==> src/rtl/vga_pkg.sv <==
// Shared VGA timing defaults and decode helpers.
package vga_pkg;

  // 640x480@60 Hz from a 100 MHz system clock.
  localparam int unsigned DEF_H_ACTIVE = 640;
  localparam int unsigned DEF_H_FP     = 16;
  localparam int unsigned DEF_H_SYNC   = 96;
  localparam int unsigned DEF_H_BP     = 48;
  localparam int unsigned DEF_V_ACTIVE = 480;
  localparam int unsigned DEF_V_FP     = 10;
  localparam int unsigned DEF_V_SYNC   = 2;
  localparam int unsigned DEF_V_BP     = 33;
  localparam int unsigned DEF_CLK_DIV  = 4;

  // Largest total the 10-bit coordinate outputs can represent.
  localparam int unsigned MAX_TOTAL = 1024;

  localparam bit SYNC_ACTIVE_LOW  = 1'b0;
  localparam bit SYNC_ACTIVE_HIGH = 1'b1;

  // Horizontal total in pixels.
  function automatic int unsigned h_total(input int unsigned active, input int unsigned fp,
                                          input int unsigned sync, input int unsigned bp);
    return active + fp + sync + bp;
  endfunction

  // Vertical total in lines.
  function automatic int unsigned v_total(input int unsigned active, input int unsigned fp,
                                          input int unsigned sync, input int unsigned bp);
    return active + fp + sync + bp;
  endfunction

  // True when v lies in [start, start+len).
  function automatic logic in_window(input int unsigned v, input int unsigned start,
                                     input int unsigned len);
    return (v >= start) && (v < start + len);
  endfunction

  // Pin level for a sync pulse given its asserted polarity.
  function automatic logic sync_level(input logic asserted, input bit pol);
    return asserted ? pol : ~pol;
  endfunction

endpackage

==> src/rtl/vga_timing_gen_mod_counter.sv <==
// Modulo-N counter with enable and a wrap strobe for chaining.
module mod_counter #(
  parameter int unsigned WIDTH   = 4,
  parameter int unsigned MODULUS = 16
) (
  input  logic             clk,
  input  logic             rst,
  input  logic             en,
  output logic [WIDTH-1:0] count,
  output logic             wrap
);

  logic [WIDTH-1:0] count_q;
  logic [WIDTH-1:0] count_d;

  // Wrap fires in the enabled cycle that returns the count to zero.
  always_comb begin
    wrap    = en && (count_q == WIDTH'(MODULUS - 1));
    count_d = count_q;
    if (wrap)    count_d = '0;
    else if (en) count_d = count_q + WIDTH'(1);
  end

  // Count register.
  always_ff @(posedge clk) begin
    if (rst) count_q <= '0;
    else     count_q <= count_d;
  end

  assign count = count_q;

endmodule

==> src/rtl/vga_timing_gen.sv <==
// VGA raster timing: pixel-rate tick, x/y counters and registered sync/blank decode.
module vga_timing_gen
  import vga_pkg::*;
#(
  parameter int unsigned H_ACTIVE = DEF_H_ACTIVE,
  parameter int unsigned H_FP     = DEF_H_FP,
  parameter int unsigned H_SYNC   = DEF_H_SYNC,
  parameter int unsigned H_BP     = DEF_H_BP,
  parameter int unsigned V_ACTIVE = DEF_V_ACTIVE,
  parameter int unsigned V_FP     = DEF_V_FP,
  parameter int unsigned V_SYNC   = DEF_V_SYNC,
  parameter int unsigned V_BP     = DEF_V_BP,
  parameter int unsigned CLK_DIV  = DEF_CLK_DIV,
  parameter bit          SYNC_POL = SYNC_ACTIVE_LOW
) (
  input  logic       clk,
  input  logic       rst,
  output logic       pix_tick,
  output logic [9:0] x,
  output logic [9:0] y,
  output logic       blanking,
  output logic       hsync,
  output logic       vsync,
  output logic       frame_start
);

  localparam int unsigned H_TOTAL = h_total(H_ACTIVE, H_FP, H_SYNC, H_BP);
  localparam int unsigned V_TOTAL = v_total(V_ACTIVE, V_FP, V_SYNC, V_BP);
  localparam int unsigned DIV_W   = (CLK_DIV > 1) ? $clog2(CLK_DIV) : 1;

  if (H_TOTAL > MAX_TOTAL) begin : g_h_total_chk
    $error("vga_timing_gen: H_TOTAL exceeds 1024");
  end
  if (V_TOTAL > MAX_TOTAL) begin : g_v_total_chk
    $error("vga_timing_gen: V_TOTAL exceeds 1024");
  end
  if (CLK_DIV < 1) begin : g_div_chk
    $error("vga_timing_gen: CLK_DIV must be at least 1");
  end

  logic [DIV_W-1:0] div_q;
  logic [DIV_W-1:0] div_d;
  logic             div_wrap;
  logic [9:0]       x_q, y_q;
  logic [9:0]       x_d, y_d;
  logic             x_wrap, y_wrap;

  logic pix_tick_q, pix_tick_d;
  logic blank_q, blank_d;
  logic hsync_q, hsync_d;
  logic vsync_q, vsync_d;
  logic frame_q, frame_d;

  mod_counter #(.WIDTH(DIV_W), .MODULUS(CLK_DIV)) u_div (
    .clk   (clk),
    .rst   (rst),
    .en    (1'b1),
    .count (div_q),
    .wrap  (div_wrap)
  );

  // x advances on the registered tick so that no pixel step happens while
  // pix_tick is held low by reset, even with CLK_DIV=1.
  mod_counter #(.WIDTH(10), .MODULUS(H_TOTAL)) u_x (
    .clk   (clk),
    .rst   (rst),
    .en    (pix_tick_q),
    .count (x_q),
    .wrap  (x_wrap)
  );

  mod_counter #(.WIDTH(10), .MODULUS(V_TOTAL)) u_y (
    .clk   (clk),
    .rst   (rst),
    .en    (x_wrap),
    .count (y_q),
    .wrap  (y_wrap)
  );

  // Mirror the counters' next state so the decode lands in the same cycle as x/y.
  always_comb begin
    div_d = div_wrap ? '0 : div_q + DIV_W'(1);
    x_d   = x_wrap ? '0 : (pix_tick_q ? x_q + 10'd1 : x_q);
    y_d   = y_wrap ? '0 : (x_wrap ? y_q + 10'd1 : y_q);

    pix_tick_d = (div_d == DIV_W'(CLK_DIV - 1));
    blank_d    = (32'(x_d) >= H_ACTIVE) || (32'(y_d) >= V_ACTIVE);
    hsync_d    = sync_level(in_window(32'(x_d), H_ACTIVE + H_FP, H_SYNC), SYNC_POL);
    vsync_d    = sync_level(in_window(32'(y_d), V_ACTIVE + V_FP, V_SYNC), SYNC_POL);
    frame_d    = y_wrap;
  end

  // Output registers.
  always_ff @(posedge clk) begin
    if (rst) begin
      pix_tick_q <= 1'b0;
      blank_q    <= 1'b0;
      hsync_q    <= ~SYNC_POL;
      vsync_q    <= ~SYNC_POL;
      frame_q    <= 1'b0;
    end else begin
      pix_tick_q <= pix_tick_d;
      blank_q    <= blank_d;
      hsync_q    <= hsync_d;
      vsync_q    <= vsync_d;
      frame_q    <= frame_d;
    end
  end

  assign pix_tick    = pix_tick_q;
  assign x           = x_q;
  assign y           = y_q;
  assign blanking    = blank_q;
  assign hsync       = hsync_q;
  assign vsync       = vsync_q;
  assign frame_start = frame_q;

endmodule

==> config.mk <==
export PLATFORM = sky130hd
export DESIGN_NAME = vga_timing_gen
export DESIGN_NICKNAME = d
export VERILOG_FILES = /design/src/rtl/vga_pkg.sv /design/src/rtl/vga_timing_gen_mod_counter.sv /design/src/rtl/vga_timing_gen.sv
export SDC_FILE = /design/constraint.sdc
export NUM_CORES = 1
export LEC_CHECK = 0
export ABC_AREA = 1
export CORE_ASPECT_RATIO = 1.75
export CORE_MARGIN = 5
export CORE_UTILIZATION = 35
export DETAILED_ROUTE_END_ITERATION = 8
export PLACE_DENSITY_LB_ADDON = 0.12
export SLEW_MARGIN = 5
export SYNTH_ARGS = -nofsm -noshare
export SYNTH_HDL_FRONTEND = slang
export SYNTH_SLANG_ARGS = --single-unit
export TNS_END_PERCENT = 50
==> constraint.sdc <==
create_clock -name clk -period 3 [get_ports clk]
set_input_delay 0.9 -clock clk [delete_from_list [all_inputs] [get_ports clk]]
set_output_delay 0.9 -clock clk [all_outputs]
set_load 0.02 [all_outputs]
# ---- After elaboration in Yosys (flattened, before gate mapping)
# Index checks and enable logic that the tools add are counted.
dict set report op_classes {
  addsub 3
  n_lt_le_gt_ge 6
  eq_ne 4
  muxes 7
  reduce_logical 5
}
# op count
set ops {}
lappend ops {{$mux 10} 4}
lappend ops {{$add 10x1->10 const B} 2}
lappend ops {{$eq 10x10->1 const B} 2}
lappend ops {{$ge 10x10->1 const B} 2}
lappend ops {{$ge 10x9->1 const B} 2}
lappend ops {{$lt 10x10->1 const B} 1}
lappend ops {{$lt 10x9->1 const B} 1}
lappend ops {{$eq 2x2->1 const B} 2}
lappend ops {{$logic_and 1x1->1} 4}
lappend ops {{$add 2x1->2 const B} 1}
lappend ops {{$mux 1} 2}
lappend ops {{$mux 2} 1}
lappend ops {{$logic_or 1x1->1} 1}
dict set report totals {
  ff_bits 27
  in_bits 2
  output_inout_bits 25
  word_cells 33
}

# ---- Depth between registers and ports, before layout
dict set report depth {
  depth_word 7
  ltp_mapped 13
}

# ---- Modules after synthesis
# A second synthesis with hierarchy kept.
dict set report hier_totals {
  cells_unflattened 297
  hier_area_um2 1909.3
}
# mod instances cells_per_inst area_per_inst_um2
set modules_own_cells {}
lappend modules_own_cells {vga_timing_gen 1 118 651.9}
lappend modules_own_cells {{mod_counter (u_y)} 1 81 578.1}
lappend modules_own_cells {{mod_counter (u_x)} 1 82 568.0}
lappend modules_own_cells {{mod_counter (u_div)} 1 16 111.4}

# ---- Least setup slack after synthesis
# OpenSTA, ideal clock, no wires.
dict set report synth_path {
  kind {flip-flop to flip-flop}
  startpoint {reg u_x.count_q[1] (netlist: u_x.count[1])}
  endpoint {reg blank_q (netlist: blanking)}
  setup_ns 0.128
  t_arrival_ns 1.605
  t_required_ns 2.872
  setup_slack_ns 1.268
  stages_incl_launch_ff 14
  path_buffers 1
  synth_period_minus_slack_ns 1.732
  path_cell_list {dfxtp_1 > ha_1 > inv_1 > nor2_4 > nand2_2 > nor2_4 > buf_6 > nand3_1 > nand2_1 > nand2_2 > nand2_2 > nand2_1 > nor2_1 > nor2_1}
}
dict set report synth_via {
  elab_chain_len 6
  elab_cells_between_ends 11
  cone_classes {add/sub: 1; order compare: 2; eq/ne: 1; mux: 4; reduce/logical: 3}
}
# item line_no
set synth_lines {}
lappend synth_lines {{from (decl)} vga_timing_gen_mod_counter.sv:13} ;# logic [WIDTH-1:0] count_q;
lappend synth_lines {{from (signal assigned)} vga_timing_gen_mod_counter.sv:27} ;# else count_q <= count_d;
lappend synth_lines {{branches (longest 5 deep; another with $add 10x1->10)} --}
lappend synth_lines {{$logic_or 1x1->1 (*)} vga_timing_gen.sv:87} ;# blank_d = (32'(x_d) >= H_ACTIVE) || (32'(y_d) >= V_ACTIVE);
lappend synth_lines {{to (signal assigned)} vga_timing_gen.sv:103} ;# blank_q <= blank_d;
lappend synth_lines {{to (decl)} vga_timing_gen.sv:49} ;# logic blank_q, blank_d;
# Every way passes the cells marked *.
# A chain may end at the register's enable or synchronous reset.

# ---- Worst setup path in the final report
dict set report layout_path {
  startpoint {reg pix_tick_q (netlist: pix_tick)}
  endpoint {out pix_tick}
}
# item line_no
set layout_lines {}
lappend layout_lines {{from (decl)} vga_timing_gen.sv:48} ;# logic pix_tick_q, pix_tick_d;
lappend layout_lines {{from (signal assigned)} vga_timing_gen.sv:102} ;# pix_tick_q <= pix_tick_d;
lappend layout_lines {{to (decl)} vga_timing_gen.sv:18} ;# output logic pix_tick,
# No word-level cell between the ends.

==> results.yml <==
timing:
  clock.fmax_mhz: 426
  slew_viol_final: 0
  slew-limit-headroom_pct: 76.8
  setup_violations: 0
  finalCritPeriodShare_pct: 78.2
  rsz0062_at_grt: "false"
  totalNegativeSetupSlack_ps: 0
  final-hold-violation-count: 0
  period_minus_slack_ps: 2350
  timing.clock.skew_ps: 8.29
  timing_worst_slew_pin_value_ps: 347
critical_path:
  critical_path_startpoint_category: "flop"
  timing.critical_path.slowest_stage_cell: "sky130_fd_sc_hd__clkdlybuf4s50_1"
  worst_setup_path_end_kind: "output port"
  cpPeakStageDelay_ps: 670
  path_class: "flop to output port"
  crit_reg_reg_endpoint: "blanking$_SDFF_PP0_"
  worst_r2r_path_depth: 12
  cp_cell_sequence: "clkdlybuf4s50_1"
  r2r_setup_slack_ps: 1180
  critical_path.top_delay_family: "buffers and inverters"
  timing.rr.start: "u_x.count[0]$_SDFF_PP0_"
  path_buf_inv: 1
  worst-endpoint-arrival_ps: 1450
  crit_fanout: 8
  cp.required_ps: 2100
synthesis:
  synth.top_cell.area_share_pct: 36.3
  mappedNetlistArea_sq_um: 1490
  cells_after_synthesis: 229
  register_area_share_after_synthesis_pct: 36.3
  postSynthAreaPerCell_sq_um: 6.51
  synth.net_count: 236
  most_area_consuming_cells_after_synthesis: "sky130_fd_sc_hd__dfxtp_1 36%, sky130_fd_sc_hd__nand2_1 16%, sky130_fd_sc_hd__nor2_1 9.8%"
  synth_largest_area_cell: "sky130_fd_sc_hd__dfxtp_1"
  synth.distinct_cells: 22
  synthesis.yosys.warnings: 0
  synth_seq_cells: 27
global_route:
  antenna_found_initial: 0
  global_route_overflow: 0
  globalRouteTotalUtil_pct: 14.7
  grt_max_degree: 19
  via_count_of_the_first_global_routing_pass: 1492
  grt_pass1_wl_um: 6470
floorplanning:
  placeableCoreArea_sq_um: 4150
  start_util_pct: 35.9
  die_height_um: 96.3
  top_level_ports: 27
  die_outline_area_sq_um: 5710
  dieWidth_um: 59.3
  floorplan.rows: 31
pwr:
  power_per_cell_area_nw_per_um2: 331
  switchingPower_w: 0.000138
  p_sw_share_pct: 22.7
  leakagePower_nw: 0.789
  seq_power_share_pct: 61.0
  share_clk_of_total_power_pct: 34.3
  internal-power_w: 0.000470
  comb_power_share_pct: 4.7
  power.ir.vdd_worst_mv: 0.253
cells_and_area:
  drive_gt1_share_pct: 6.25
  fin_nets: 264
  antenna_cells: 0
  area_growth_syn_to_layout_pct: 23.2
  layout.core_utilization_pct: 44.2
worst_hold_path:
  min_from: "u_div.count[0]$_SDFF_PP0_"
  worstHoldPathCells: 1
  timing.hold.worst.class: "flop to flop"
  min_to: "u_div.count[0]$_SDFF_PP0_"
clock_network:
  ctsLongestPathBuffers: 2
  hold_bufs_inserted_after_cts: 0
  cts_tree: "yes"
  cts.repair_timing.setup_buffer_count: 0
  clock-root-buffer: "sky130_fd_sc_hd__clkbuf_8"
  cts.sink_count: 27
  clock_latency_ps: 270
  cts.reportedPaths.clkPinSlew_ps: 100
  htreeDepth: 1
  cts_buffers: 3
  post_cts_resized: 0
drt:
  drt_iter0_drc: 32
  wl_per_cell_um: 11.6
  first_pass_iters: 4
  drcViolationCount: 0
  routed_wirelength_um: 3550
  detail_route.vias_per_cell: 4.61
  post_detailed_route_count_of_antenna_violating_nets: 0
  num_vias: 1405
placement:
  io_buffers: 26
  dpl.hpwl_um: 2810
  gpl.final_weighted_congestion: 0.842
outcome:
  status: "finished clean"
flow_run:
  max_cap_viol_count: 0
[registers in the layout, indices dropped and copies added (netlist names)]
register     cells
blanking         1
frame_start      1
hsync            1
pix_tick         1
u_div.count      2
u_x.count       10
u_y.count       10
vsync            1
[metal layers]
metal / wire [um] / up-vias / track usage [%]
met5: 0 / - / 0
met2: 2010 / 21 / 28.0
li1: - / 751 / -
met3: 75 / 4 / 1.61
met1: 1420 / 629 / 15.8
met4: 46 / 0 / 6.05
[how the worst max path moves through the flow]
stage                                      to                    start  cells after the start
after global placement       vsync$_SDFF_PP1_                      rst                      7
after CTS                            pix_tick      pix_tick$_SDFF_PP0_                      1
after global routing                 pix_tick      pix_tick$_SDFF_PP0_                      1
after floorplan           blanking$_SDFF_PP0_  u_x.count[1]$_SDFF_PP0_                     13
final                                pix_tick      pix_tick$_SDFF_PP0_                      1
after detailed placement     vsync$_SDFF_PP1_                      rst                      7
[cell usage after synthesis]
| cell | count |
|---|---|
| sky130_fd_sc_hd__nor2_1 | 39 |
| sky130_fd_sc_hd__nor3b_1 | 1 |
| sky130_fd_sc_hd__nand4_1 | 3 |
| sky130_fd_sc_hd__dfxtp_1 | 27 |
| sky130_fd_sc_hd__ha_1 | 5 |
| sky130_fd_sc_hd__nor2_4 | 3 |
| sky130_fd_sc_hd__a211oi_1 | 1 |
| sky130_fd_sc_hd__inv_1 | 36 |
| sky130_fd_sc_hd__nand3b_1 | 1 |
| sky130_fd_sc_hd__buf_6 | 2 |
| sky130_fd_sc_hd__nor2_2 | 2 |
| sky130_fd_sc_hd__nand3_2 | 1 |
| sky130_fd_sc_hd__nand2_1 | 64 |
| sky130_fd_sc_hd__clkbuf_1 | 2 |
| sky130_fd_sc_hd__nor3_1 | 3 |
| sky130_fd_sc_hd__a21oi_1 | 2 |
| sky130_fd_sc_hd__xor2_1 | 2 |
| sky130_fd_sc_hd__nand3_1 | 22 |
| sky130_fd_sc_hd__nand2_2 | 5 |
| sky130_fd_sc_hd__o21bai_1 | 1 |
| sky130_fd_sc_hd__xnor2_1 | 3 |
| sky130_fd_sc_hd__o21ai_0 | 4 |
[logic make-up (layout without fill, tap and decap cells)]
family	after synthesis	in the layout	share of synthesized area, %
AND/OR/NAND/NOR	144	144	42.5
buffers and inverters	40	67	11.1
flip-flops	27	27	36.3
AO/OA/AOI/OAI	8	8	3.02
adder cells (fa/ha/maj)	5	5	4.20
XOR/XNOR	5	5	2.94
[metrics by stage]
| stage | hold slack, ps | cells | power [W] | setup WS, ps | cell area, sq um |
|---|---|---|---|---|---|
| finish | 465 | 305 | 0.000607 | 655 | 1840 |
| global route | 470 | 305 | 0.000636 | 594 | 1840 |
| CTS | 465 | 305 | 0.000618 | 639 | 1840 |
| detailed placement | 444 | 301 | 0.000408 | 915 | 1790 |
| global placement | 438 | 301 | 0.000408 | 947 | 1790 |
| floorplan | 425 | 229 | 0.000395 | 1270 | 1490 |
[placed cells by master, fill, tap and decap left out]
cell type,count
sky130_fd_sc_hd__a211oi_1,1
sky130_fd_sc_hd__a21oi_1,2
sky130_fd_sc_hd__buf_4,1
sky130_fd_sc_hd__clkbuf_8,3
sky130_fd_sc_hd__clkdlybuf4s50_1,26
sky130_fd_sc_hd__clkinv_2,1
sky130_fd_sc_hd__dfxtp_1,27
sky130_fd_sc_hd__ha_1,5
sky130_fd_sc_hd__inv_1,36
sky130_fd_sc_hd__nand2_1,64
sky130_fd_sc_hd__nand2_2,5
sky130_fd_sc_hd__nand3_1,22
sky130_fd_sc_hd__nand3_2,1
sky130_fd_sc_hd__nand3b_1,1
sky130_fd_sc_hd__nand4_1,3
sky130_fd_sc_hd__nor2_1,39
sky130_fd_sc_hd__nor2_2,2
sky130_fd_sc_hd__nor2_4,3
sky130_fd_sc_hd__nor3_1,3
sky130_fd_sc_hd__nor3b_1,1
sky130_fd_sc_hd__o21ai_0,4
sky130_fd_sc_hd__o21bai_1,1
sky130_fd_sc_hd__xnor2_1,3
sky130_fd_sc_hd__xor2_1,2
[final cells by class]
cell class              instances  area, sq um
inverters                      36          135
flip-flops and latches         27          541
clock buffers                   3         41.3
clock inverters                 1         5.00
fillers                       456         2310
well taps                      49         61.3
multi-input cells             162          785
repair buffers                 27          268
[power groups by stage]
stage / Clock [W] / Combinational, W / Sequential [W]
6_report: 0.000208 / 0.0000284 / 0.000371
5_1_grt: 0.000233 / 0.0000319 / 0.000372
3_5_place_dp: 0 / 0.0000289 / 0.000379
4_1_cts: 0.000218 / 0.0000291 / 0.000371
2_1_floorplan: 0 / 0.0000139 / 0.000381
3_3_place_gp: 0 / 0.0000286 / 0.000379
[worst register-to-register path, stage by stage, from the launching register on]
cell and delay, ps:
sky130_fd_sc_hd__dfxtp_1 400, sky130_fd_sc_hd__ha_1 210, sky130_fd_sc_hd__inv_1 80, sky130_fd_sc_hd__nor2_4 150, sky130_fd_sc_hd__nand2_2 80, sky130_fd_sc_hd__nor2_4 270
sky130_fd_sc_hd__nand2_1 90, sky130_fd_sc_hd__nand2_1 120, sky130_fd_sc_hd__inv_1 50, sky130_fd_sc_hd__nand2_1 60, sky130_fd_sc_hd__nor2_2 50, sky130_fd_sc_hd__nor2_1 100
sky130_fd_sc_hd__nor2_1 40
No activity file was read; power rests on OpenSTA's default activity.
